--- src/rtl/soc_test_monitor.sv ---
// SoC self-test monitor: snoops core data-port writes for per-channel completion flags and results.
// Optional result-vs-golden checking is compiled in when TEST_MON_CHECK_EN is defined.
module soc_test_monitor #(
    parameter int          NUM_CH      = 2,
    parameter int          DATA_W      = 32,
    parameter int          ADDR_W      = 32,
    parameter int          FLAG_ADDR   = 0,
    parameter int          RESULT_ADDR = 1,
    parameter logic [31:0] TIMEOUT_CYC = 32'd100
) (
    input  logic                     clk_i,
    input  logic                     rst_i,
    input  logic                     start_i,
    input  logic [NUM_CH-1:0]        req_i,
    input  logic [NUM_CH-1:0]        we_i,
    input  logic [NUM_CH*ADDR_W-1:0] addr_i,
    input  logic [NUM_CH*DATA_W-1:0] wdata_i,
    input  logic [NUM_CH*DATA_W-1:0] expected_i,
    output logic                     busy_o,
    output logic                     done_o,
    output logic                     timeout_o,
    output logic                     pass_o,
    output logic [NUM_CH-1:0]        done_mask_o,
    output logic [NUM_CH*DATA_W-1:0] result_o,
    output logic [31:0]              cycles_o
);

    localparam logic [ADDR_W-1:0] FLAG_A   = ADDR_W'(FLAG_ADDR);
    localparam logic [ADDR_W-1:0] RESULT_A = ADDR_W'(RESULT_ADDR);

    typedef enum logic [1:0] {S_IDLE, S_RUN, S_DONE, S_TIMEOUT} state_t;

    state_t                   r_state;
    state_t                   w_state_next;
    logic [NUM_CH-1:0]        r_done_mask;
    logic [NUM_CH*DATA_W-1:0] r_result;
    logic [31:0]              r_cycles;
    logic                     r_busy, r_done, r_timeout, r_pass;
    logic                     w_busy, w_done, w_timeout, w_pass;
    logic [NUM_CH-1:0]        w_flag_set;
    logic [NUM_CH-1:0]        w_res_wr;
    logic [NUM_CH-1:0]        w_mask_next;
    logic [31:0]              w_cycles_inc;
    logic                     w_all_done_r;
    logic                     w_all_done_next;
    logic                     w_tmo_hit;

    // Snoop decode; result capture stops once the channel has raised its flag
    always_comb begin
        w_flag_set = '0;
        w_res_wr   = '0;
        for (int c = 0; c < NUM_CH; c++) begin
            if (r_state == S_RUN && req_i[c] && we_i[c]) begin
                w_flag_set[c] = (addr_i[c*ADDR_W +: ADDR_W] == FLAG_A) &&
                                (wdata_i[c*DATA_W +: DATA_W] != '0);
                w_res_wr[c]   = (addr_i[c*ADDR_W +: ADDR_W] == RESULT_A) && !r_done_mask[c];
            end
        end
    end

    assign w_mask_next     = r_done_mask | w_flag_set;
    assign w_all_done_r    = &r_done_mask;
    assign w_all_done_next = &w_mask_next;
    assign w_cycles_inc    = (r_cycles == 32'hFFFF_FFFF) ? r_cycles : r_cycles + 32'd1;
    assign w_tmo_hit       = (w_cycles_inc == TIMEOUT_CYC);

    always_ff @(posedge clk_i) begin
        if (rst_i) begin
            r_state   <= S_IDLE;
            r_busy    <= 1'b0;
            r_done    <= 1'b0;
            r_timeout <= 1'b0;
            r_pass    <= 1'b0;
        end else begin
            r_state   <= w_state_next;
            r_busy    <= w_busy;
            r_done    <= w_done;
            r_timeout <= w_timeout;
            r_pass    <= w_pass;
        end
    end

    // A flag completing the mask on the timeout cycle keeps RUN so DONE follows next
    always_comb begin
        w_state_next = r_state;
        case (r_state)
            S_IDLE:    if (start_i) w_state_next = S_RUN;
            S_RUN: begin
                if (w_all_done_r)
                    w_state_next = S_DONE;
                else if (w_tmo_hit && !w_all_done_next)
                    w_state_next = S_TIMEOUT;
            end
            S_DONE,
            S_TIMEOUT: if (!start_i) w_state_next = S_IDLE;
            default:   w_state_next = S_IDLE;
        endcase
    end

`ifdef TEST_MON_CHECK_EN
    logic w_match;

    always_comb begin
        w_match = 1'b1;
        for (int c = 0; c < NUM_CH; c++) begin
            if (r_result[c*DATA_W +: DATA_W] != expected_i[c*DATA_W +: DATA_W])
                w_match = 1'b0;
        end
    end
`else
    logic w_unused_expected;
    assign w_unused_expected = ^expected_i;
`endif

    always_comb begin
        w_busy    = (w_state_next == S_RUN);
        w_done    = (w_state_next == S_DONE);
        w_timeout = (w_state_next == S_TIMEOUT);
`ifdef TEST_MON_CHECK_EN
        w_pass    = w_done && w_match;
`else
        w_pass    = w_done;
`endif
    end

    always_ff @(posedge clk_i) begin
        if (rst_i) begin
            r_done_mask <= '0;
            r_result    <= '0;
            r_cycles    <= '0;
        end else if (r_state == S_IDLE && start_i) begin
            r_done_mask <= '0;
            r_result    <= '0;
            r_cycles    <= '0;
        end else if (r_state == S_RUN) begin
            r_cycles    <= w_cycles_inc;
            r_done_mask <= w_mask_next;
            for (int c = 0; c < NUM_CH; c++) begin
                if (w_res_wr[c])
                    r_result[c*DATA_W +: DATA_W] <= wdata_i[c*DATA_W +: DATA_W];
            end
        end
    end

    assign busy_o      = r_busy;
    assign done_o      = r_done;
    assign timeout_o   = r_timeout;
    assign pass_o      = r_pass;
    assign done_mask_o = r_done_mask;
    assign result_o    = r_result;
    assign cycles_o    = r_cycles;

endmodule

--- config.mk ---
export PLATFORM = sky130hd
export DESIGN_NAME = soc_test_monitor
export DESIGN_NICKNAME = d
export VERILOG_FILES = /design/src/rtl/soc_test_monitor.sv
export SDC_FILE = /design/constraint.sdc
export NUM_CORES = 1
export LEC_CHECK = 0
export CORE_ASPECT_RATIO = 1.1
export CORE_MARGIN = 5
export CORE_UTILIZATION = 42
export CTS_BUF_LIST = sky130_fd_sc_hd__clkbuf_2
export DETAILED_ROUTE_END_ITERATION = 16
export PLACE_DENSITY_LB_ADDON = 0.08
export SLEW_MARGIN = 20
export SYNTH_ARGS = -nofsm -noshare
export SYNTH_HDL_FRONTEND = slang
export SYNTH_SLANG_ARGS = --single-unit
--- constraint.sdc ---
create_clock -name clk_i -period 6.23 [get_ports clk_i]
set_input_delay 1.246 -clock clk_i [delete_from_list [all_inputs] [get_ports clk_i]]
set_output_delay 1.246 -clock clk_i [all_outputs]
set_load 0.1 [all_outputs]
Word level (Yosys, flattened, before mapping)
Index checks and enable logic that the tools add are counted.
{"block": "classes", "n_eq_ne": 10, "n_reduce_logical": 24, "bitwise": 1, "addsub": 1, "mux": 10}
{"cell": "$eq A32 B1 Y1 const B", "n": 2}
{"cell": "$logic_not A32 Y1", "n": 2}
{"cell": "$reduce_bool A32 Y1", "n": 2}
{"cell": "$add A32 B1 Y32 const B", "n": 1}
{"cell": "$eq A32 B32 Y1 const B", "n": 1}
{"cell": "$eq A32 B7 Y1 const B", "n": 1}
{"cell": "$mux W32", "n": 1}
{"cell": "$logic_and A1 B1 Y1", "n": 10}
{"cell": "$eq A2 B2 Y1 const B", "n": 4}
{"cell": "$mux W2", "n": 4}
{"cell": "$reduce_and A2 Y1", "n": 4}
{"cell": "$pmux W2 S3", "n": 1}
{"cell": "$eq A2 B1 Y1 const B", "n": 2}
{"cell": "$mux W1", "n": 4}
{"cell": "$reduce_or A2 Y1", "n": 2}
{"cell": "$logic_not A1 Y1", "n": 3}
{"cell": "$logic_not A2 Y1", "n": 1}
{"cell": "$or A2 B2 Y2", "n": 1}
{"block": "totals", "ff_bits": 103, "input_bits": 199, "wordCells": 54}

Depth between registers and ports, before layout
Gate-level depths: netlist of the first run.
{"block": "logic_depth", "ltp_word": 12, "mapped_depth": 10, "ltp_nobuf": 8}

Worst setup path before layout of the first run
OpenSTA, ideal clock, no wires.
{"block": "synth_timing", "path_kind": "reg2reg", "startpoint": "register r_cycles[0], in the netlist cycles_o[0]", "endpoint": "register r_busy, in the netlist busy_o", "t_required_ns": 6.108, "t_arrival_ns": 3.617, "n_path_buf": 1, "setup_slack_ns": 2.491, "synth_period_minus_slack_ns": 3.739, "setup_ns": 0.122, "stages_incl_launch_ff": 10, "cell_sequence": "dfxtp_1 ha_1 nand3_4 or3_4 buf_6 o31a_1 nor4_2 o211ai_1 or4_4 o311a_1"}
{"block": "synth_between", "elab_chain_cells": 8}
{"element": "from (decl)", "line_no": "37", "rtl": "logic [31:0] r_cycles;"}
{"element": "from (signal assigned)", "line_no": "136", "rtl": "r_cycles <= w_cycles_inc;"}
{"element": "$add A32 B1 Y32 or $eq A32 B32 Y1 (tied branches)", "line_no": "64", "rtl": "assign w_cycles_inc = (r_cycles == 32'hFFFF_FFFF) ? r_cycles : r_cycles + 32'd1;"}
{"element": "$mux W32 (*)", "line_no": "64"}
{"element": "$eq A32 B7 Y1 (*)", "line_no": "65", "rtl": "assign w_tmo_hit = (w_cycles_inc == TIMEOUT_CYC);"}
{"element": "$logic_and A1 B1 Y1 (*)", "line_no": "91", "rtl": "else if (w_tmo_hit && !w_all_done_next)"}
{"element": "$mux W2 (*)", "line_no": "91"}
{"element": "$mux W2 (*)", "line_no": "89", "rtl": "if (w_all_done_r)"}
{"element": "$pmux W2 S3 (*)", "line_no": "86", "rtl": "case (r_state)"}
{"element": "$eq A2 B1 Y1 (*)", "line_no": "116", "rtl": "w_busy = (w_state_next == S_RUN);"}
{"element": "to (signal assigned)", "line_no": "76", "rtl": "r_busy <= w_busy;"}
{"element": "to (decl)", "line_no": "38", "rtl": "logic r_busy, r_done, r_timeout, r_pass;"}
Every way passes the cells marked *; elsewhere a longest branch is shown, timed or not.
A chain may end at the register's enable or synchronous reset.

Worst setup path after layout of the first run
{"block": "layout_timing", "startpoint": "register r_cycles[21], in the netlist cycles_o[21]", "endpoint": "output port cycles_o[21]"}
{"element": "to (decl)", "line_no": "25", "rtl": "output logic [31:0] cycles_o"}
No word-level cell between the ends.

==> results of run 1 <==
==> per-layer routing <==
metal | up-vias | track usage
li1 | 2536 | -
met1 | 2475 | 0.283
met2 | 223 | 0.382
met3 | 42 | 0.0411
met4 | 0 | 0.0915
met5 | - | 0
==> area by class of cell <==
class | instances | area [um^2] | share of cell area
repair buffers | 241 | 2400 | 0.316
well taps | 154 | 193 | 0.0254
flip-flops and latches | 103 | 2060 | 0.271
multi-input cells | 439 | 2790 | 0.368
clock inverters | 7 | 93.8 | 0.0124
clock buffers | 9 | 45.0 | 0.00593
inverters | 3 | 11.3 | 0.00148
==> layout by cell type (no fill, tap or decap), types with 4 or more instances in the layout <==
cell type and n:
o2111ai_1 4, xnor2_1 15, a21oi_1 14, and3_1 4, o21ai_0 11, xor2_1 16, nand4_1 14, or3_1 8
nor3_1 13, clkdlybuf4s50_1 236, and4_1 10, buf_4 5, mux2i_1 66, nor4_1 38, nor2_1 114, clkbuf_2 9
nand3_1 29, dfxtp_1 103, nand2_1 29
==> power groups by stage <==
stage	registers, W	logic, W	clock network [W]
2_1_floorplan	0.000684	0.0000285	0
3_3_place_gp	0.000677	0.000141	0
3_5_place_dp	0.000677	0.000142	0
4_1_cts	0.000665	0.000143	0.000372
5_1_grt	0.000667	0.000152	0.000399
6_report	0.000665	0.000143	0.000363
==> through the flow <==
stage               std cells  hold slack (ns)   util  area (um^2)  setup slack, ns
floorplan                 589            0.501      -         5060             2.49
global placement          940            0.474  0.625         7460             2.23
detailed placement        940            0.480  0.625         7460             2.26
CTS                       956            0.538  0.637         7600             2.55
global route              956            0.559  0.637         7600             2.40
finish                    956            0.530  0.637         7600             2.58
==> path summary, 6_finish.rpt <==
check | from | to
max | cycles_o[21]$_SDFFE_PP0P_ | cycles_o[21]
min | result_o[55]$_SDFFE_PP0P_ | result_o[55]$_SDFFE_PP0P_
max reg2reg | cycles_o[10]$_SDFFE_PP0P_ | busy_o$_SDFF_PP0_
min reg2reg | result_o[55]$_SDFFE_PP0P_ | result_o[55]$_SDFFE_PP0P_
==> cells by family (layout without fill, tap and decap cells) <==
logic type	count (synthesis)	in the layout	synth area share
compound gates	55	55	0.0737
xor+xnor	31	31	0.0537
fa+ha+maj	1	1	0.00247
buf+inv	47	260	0.0408
flops	103	103	0.408
mux	66	66	0.131
simple gates	286	286	0.291
==> flip-flops by register name (all words and copies together) (netlist names) <==
name / flops
timeout_o: 1
done_mask_o: 2
cycles_o: 32
busy_o: 1
result_o: 64
r_state: 2
pass_o: 1
==> metrics.yaml, run 1 <==
netlist_top_cells_count: "nor2_1, dfxtp_1, mux2i_1, nor4_1"
grt_pass1_vias: 5142
relSlewSlack: 0.302
m1WireLength_um: 7040
p_total_w: 0.00117
avgSynthCellArea_um2: 8.59
timing.final.hold_violations: 0
synth-edff-count: 0
power_density_nw_per_um2: 154
hold_class: "reg2reg"
vias: 5276
ir_drop_uv: 100
pwr-share-comb: 0.122
cp_max_fo: 8
routed_wl_um: 17000
numClockSinks: 103
drive_above_1_share: 0.0424
reg2reg_depth: 7
die_area_um2: 14300
post_cts_buffers: 0
outcome: "complete, no violations"
start_util: 0.424
fillers: 1045
switching_share: 0.246
grt_usage: 0.226
die_h_um: 125
ys.flop_type: "dfxtp_1"
cts-resized-gates: 0
ios: 301
wl_per_cell_um: 17.8
cts-root-buf: "clkbuf_2"
num_rows: 42
diodes: 0
gp_congestion: 0.955
insertion_delay_ns: 0.55
clk_pin_slew_worst_paths_ns: 0.28
hold_depth: 2
timing.fmax_mhz: 274
io_buffer_count: 236
top_layer: "met4"
yosysSeqAreaShare: 0.408
syn_to_final_growth_pct: 50.2
htreeDepth: 3
power_frac_seq: 0.568
dp_hpwl_um: 13200
cp_top_family: "buffers and inverters"
cts_tree: "done"
skew_ns: 0.0235
ys_types: 57
grt_start_max_net_pins: 52
cts_made_buffers: 9
drt-vias-per-instance: 5.52
grt_pass1_wl_um: 26600
cp-end-kind: "primary output"
pwr-share-clk: 0.310
nets: 997
core_area_um2: 11900
first_iter_violations: 329
p_int_w: 0.000884
grt-ovfl-total: 0
worst-setup-path-type: "reg2out"
worst_setup_path_start_kind: "flop"
cp_slowest_cell: "clkdlybuf4s50_1"
async_flop_share: 0
min_period_ns: 3.65
r2r_slack_ns: 2.73
maxCapViolations: 0
tightestPinTransition_ns: 1.04
synth_top_cell_area_share: 0.408
firstDrtPassIters: 5
syn_nets: 789
yosys_warnings: 0
critPathBufInv: 1
drc: 0
crit_chain: "clkdlybuf4s50_1"
yosysTopAreaCell: "dfxtp_1"
syn_area_um2: 5060
cts_hold_repair.buffers: 0
power_switching_w: 0.000288
dr_wl_met3_um: 1120
grt_setup_unrepaired: "no"
tns_ns: 0
synth_most_common_cell: "nor2_1"
ant_nets: 0
finalSetupViolCount: 0
synthCells: 589
cp_num_cells: 1
die_w_um: 115
cpPeakStageDelay_ns: 1.22
wl_met2_um: 8380
p_leak_nw: 2.36
synthTopCellsByArea: "dfxtp_1, mux2i_1, nor2_1, nor4_1, nand3_1"
synth-seq-cells: 103
finalCritPeriodShare: 0.585
slew_violations: 0
clk_path_buf_depth: 2
cp_data_required_time_ns: 4.98
cp_data_arrival_time_ns: 2.40
grt_antenna_before_repair: 0
(Power assumes the default switching activity.)
==> run 2: changes to the inputs <==
--- a/config.mk
+++ b/config.mk
@@ -7,7 +7,7 @@
 export LEC_CHECK = 0
 export CORE_ASPECT_RATIO = 1.1
 export CORE_MARGIN = 5
-export CORE_UTILIZATION = 42
+export CORE_UTILIZATION = 35
 export CTS_BUF_LIST = sky130_fd_sc_hd__clkbuf_2
 export DETAILED_ROUTE_END_ITERATION = 16
 export PLACE_DENSITY_LB_ADDON = 0.08
==> constraint.sdc (replaced) <==
create_clock -name clk_i -period 3.31 [get_ports clk_i]
set_input_delay 0.662 -clock clk_i [delete_from_list [all_inputs] [get_ports clk_i]]
set_output_delay 0.662 -clock clk_i [all_outputs]
set_load 0.1 [all_outputs]
==> metrics.yaml, run 2 (same netlist as run 1, synthesis figures left out) <==
outcome: "complete, no violations"
finalCritPeriodShare: 0.915
cts_made_buffers: 9  # unchanged
start_util: 0.353  # -0.0711
place_inst: 987  # +5.0%
cts_tree: "done"
clk_pin_slew_worst_paths_ns: 0.27  # about the same
timing.fmax_mhz: 330
multi_input_area_um2: 2800  # about the same
cp_data_arrival_time_ns: 3.57  # +1.17 ns
cp-end-kind: "flop"
worst-setup-path-type: "reg2reg"
wl_met2_um: 8660  # +3.4%
hold_start: "result_o[50]$_SDFFE_PP0P_"
die_area_um2: 17000  # +18%
worst_setup_path_start_kind: "flop"
startpoint: "cycles_o[0]$_SDFFE_PP0P_"
largest_reg_flops: 64  # unchanged
slew_violations: 0  # unchanged
maxCapViolations: 0  # unchanged
first_iter_violations: 271  # -18%
cp_data_required_time_ns: 3.85  # -1.13 ns
die_h_um: 136  # +8.8%
dp_hpwl_um: 13900  # +5.2%
grt_setup_unrepaired: "no"
gp_congestion: 0.902  # -5.5%
skew_ns: 0.0232  # -0.000269 ns
relSlewSlack: 0.602  # +0.299
clk_path_buf_depth: 2  # unchanged
fin_cells: 1004  # +5.0%
routed_wl_um: 17800  # +4.6%
grt_pass1_wl_um: 27600  # +3.8%
p_leak_nw: 2.63  # +12%
numClockSinks: 103  # unchanged
htreeDepth: 3  # unchanged
die_w_um: 125  # +8.7%
m1WireLength_um: 7660  # +8.9%
drive_above_1_share: 0.206  # +0.164
tns_ns: 0  # unchanged
wl_per_cell_um: 17.7  # -0.39%
cp_max_fo: 11  # +3
io_buffer_count: 236  # unchanged
min_period_ns: 3.03
grt_antenna_before_repair: 1  # +1
grt-ovfl-total: 0  # unchanged
grt_usage: 0.201  # -0.0250
core_area_um2: 14300  # +20%
post_cts_buffers: 0  # unchanged
cts_hold_repair.buffers: 0  # unchanged
timing.final.hold_violations: 0  # unchanged
dr_wl_met3_um: 914  # -18%
hold_class: "reg2reg"
p_total_w: 0.00214  # +83%
ios: 301  # unchanged
drt-vias-per-instance: 5.22  # -5.4%
syn_to_final_growth_pct: 48.6
grt_pass1_vias: 4981  # -3.1%
ir_drop_uv: 146  # +46%
whs_ns: 0.530  # -0.000722 ns
grt_start_max_net_pins: 67  # +29%
finalSetupViolCount: 0  # unchanged
insertion_delay_ns: 0.61  # +0.06 ns
layout_commonest_cell: "clkdlybuf4s50_1"
power_density_nw_per_um2: 285  # +85%
num_rows: 46  # +9.5%
fillers: 1361  # +30%
nets: 1006  # +0.90%
top_layer: "met4"
tightestPinTransition_ns: 0.583  # -0.461 ns
cts-root-buf: "clkbuf_2"
seq_area_um2: 2090  # +1.5%
vias: 5243  # -0.63%
mostFrequentLayoutCells: "clkdlybuf4s50_1, nor2_1, buf_4"
cts-resized-gates: 0  # unchanged
firstDrtPassIters: 4  # -1
drc: 0  # unchanged
rr_startpoint: "cycles_o[0]$_SDFFE_PP0P_"
ant_nets: 0  # unchanged
==> run 2: changes by cell type in the layout (fill, tap and decap cells not counted), sizes merged <==
| cell | change |
|---|---|
| diode | +1 |
| bufinv | -1 |
| clkbuf | +2 |
| buf | +111 |
| inv | -1 |
| clkdlybuf4s50 | -102 |
==> run 2: where the power goes <==
part | switching (W) | total (W) | internal [W]
Clock | 0.000432 | 0.000613 | 0.000181
Combinational | 0.000110 | 0.000277 | 0.000167
Sequential | 0.00000337 | 0.00125 | 0.00125
Total | 0.000545 | 0.00214 | 0.00159
==> run 2: layout make-up <==
cell class / instances / share of cell area
Clock buffer: 11 / 0.00732
Clock inverter: 5 / 0.00749
Tap cell: 192 / 0.0320
Multi-Input combinational cell: 439 / 0.372
Antenna cell: 1 / 0.000333
Inverter: 3 / 0.00150
Timing Repair Buffer: 250 / 0.301
Sequential cell: 103 / 0.279
==> run 2: path summary, 6_finish.rpt <==
| kind | endpoint | slack (ns) | depth (start not counted) |
|---|---|---|---|
| max | busy_o$_SDFF_PP0_ | 0.28 | 8 |
| min | result_o[50]$_SDFFE_PP0P_ | 0.53 | 2 |
| max reg2reg | busy_o$_SDFF_PP0_ | 0.28 | 8 |
| min reg2reg | result_o[50]$_SDFFE_PP0P_ | 0.53 | 2 |
==> run 2: layer usage <==
| metal | up-vias | global-route usage |
|---|---|---|
| met5 | - | 0 |
| met2 | 181 | 0.341 |
| li1 | 2560 | - |
| met4 | 0 | 0.0859 |
| met3 | 33 | 0.0468 |
| met1 | 2469 | 0.247 |
==> run 2: through the flow <==
stage / utilization / worst slack, ns / instance area (um^2)
after CTS: 0.524 / 0.265 / 7510
final: 0.524 / 0.282 / 7520
after global routing: 0.524 / 0.0953 / 7520
after detailed placement: 0.517 / 0.0728 / 7400
after global placement: 0.517 / 0.0958 / 7400
after floorplan: - / 0.0326 / 5090
==> run 2: worst max-delay path, cell delays in order (launching register included) <==
cell	delay (ns)
dfxtp_4	0.45
ha_1	0.28
nand3_4	0.15
or3_4	0.48
nor3_1	0.35
and4_1	0.25
o211ai_1	0.08
or4_4	0.55
o311a_1	0.36
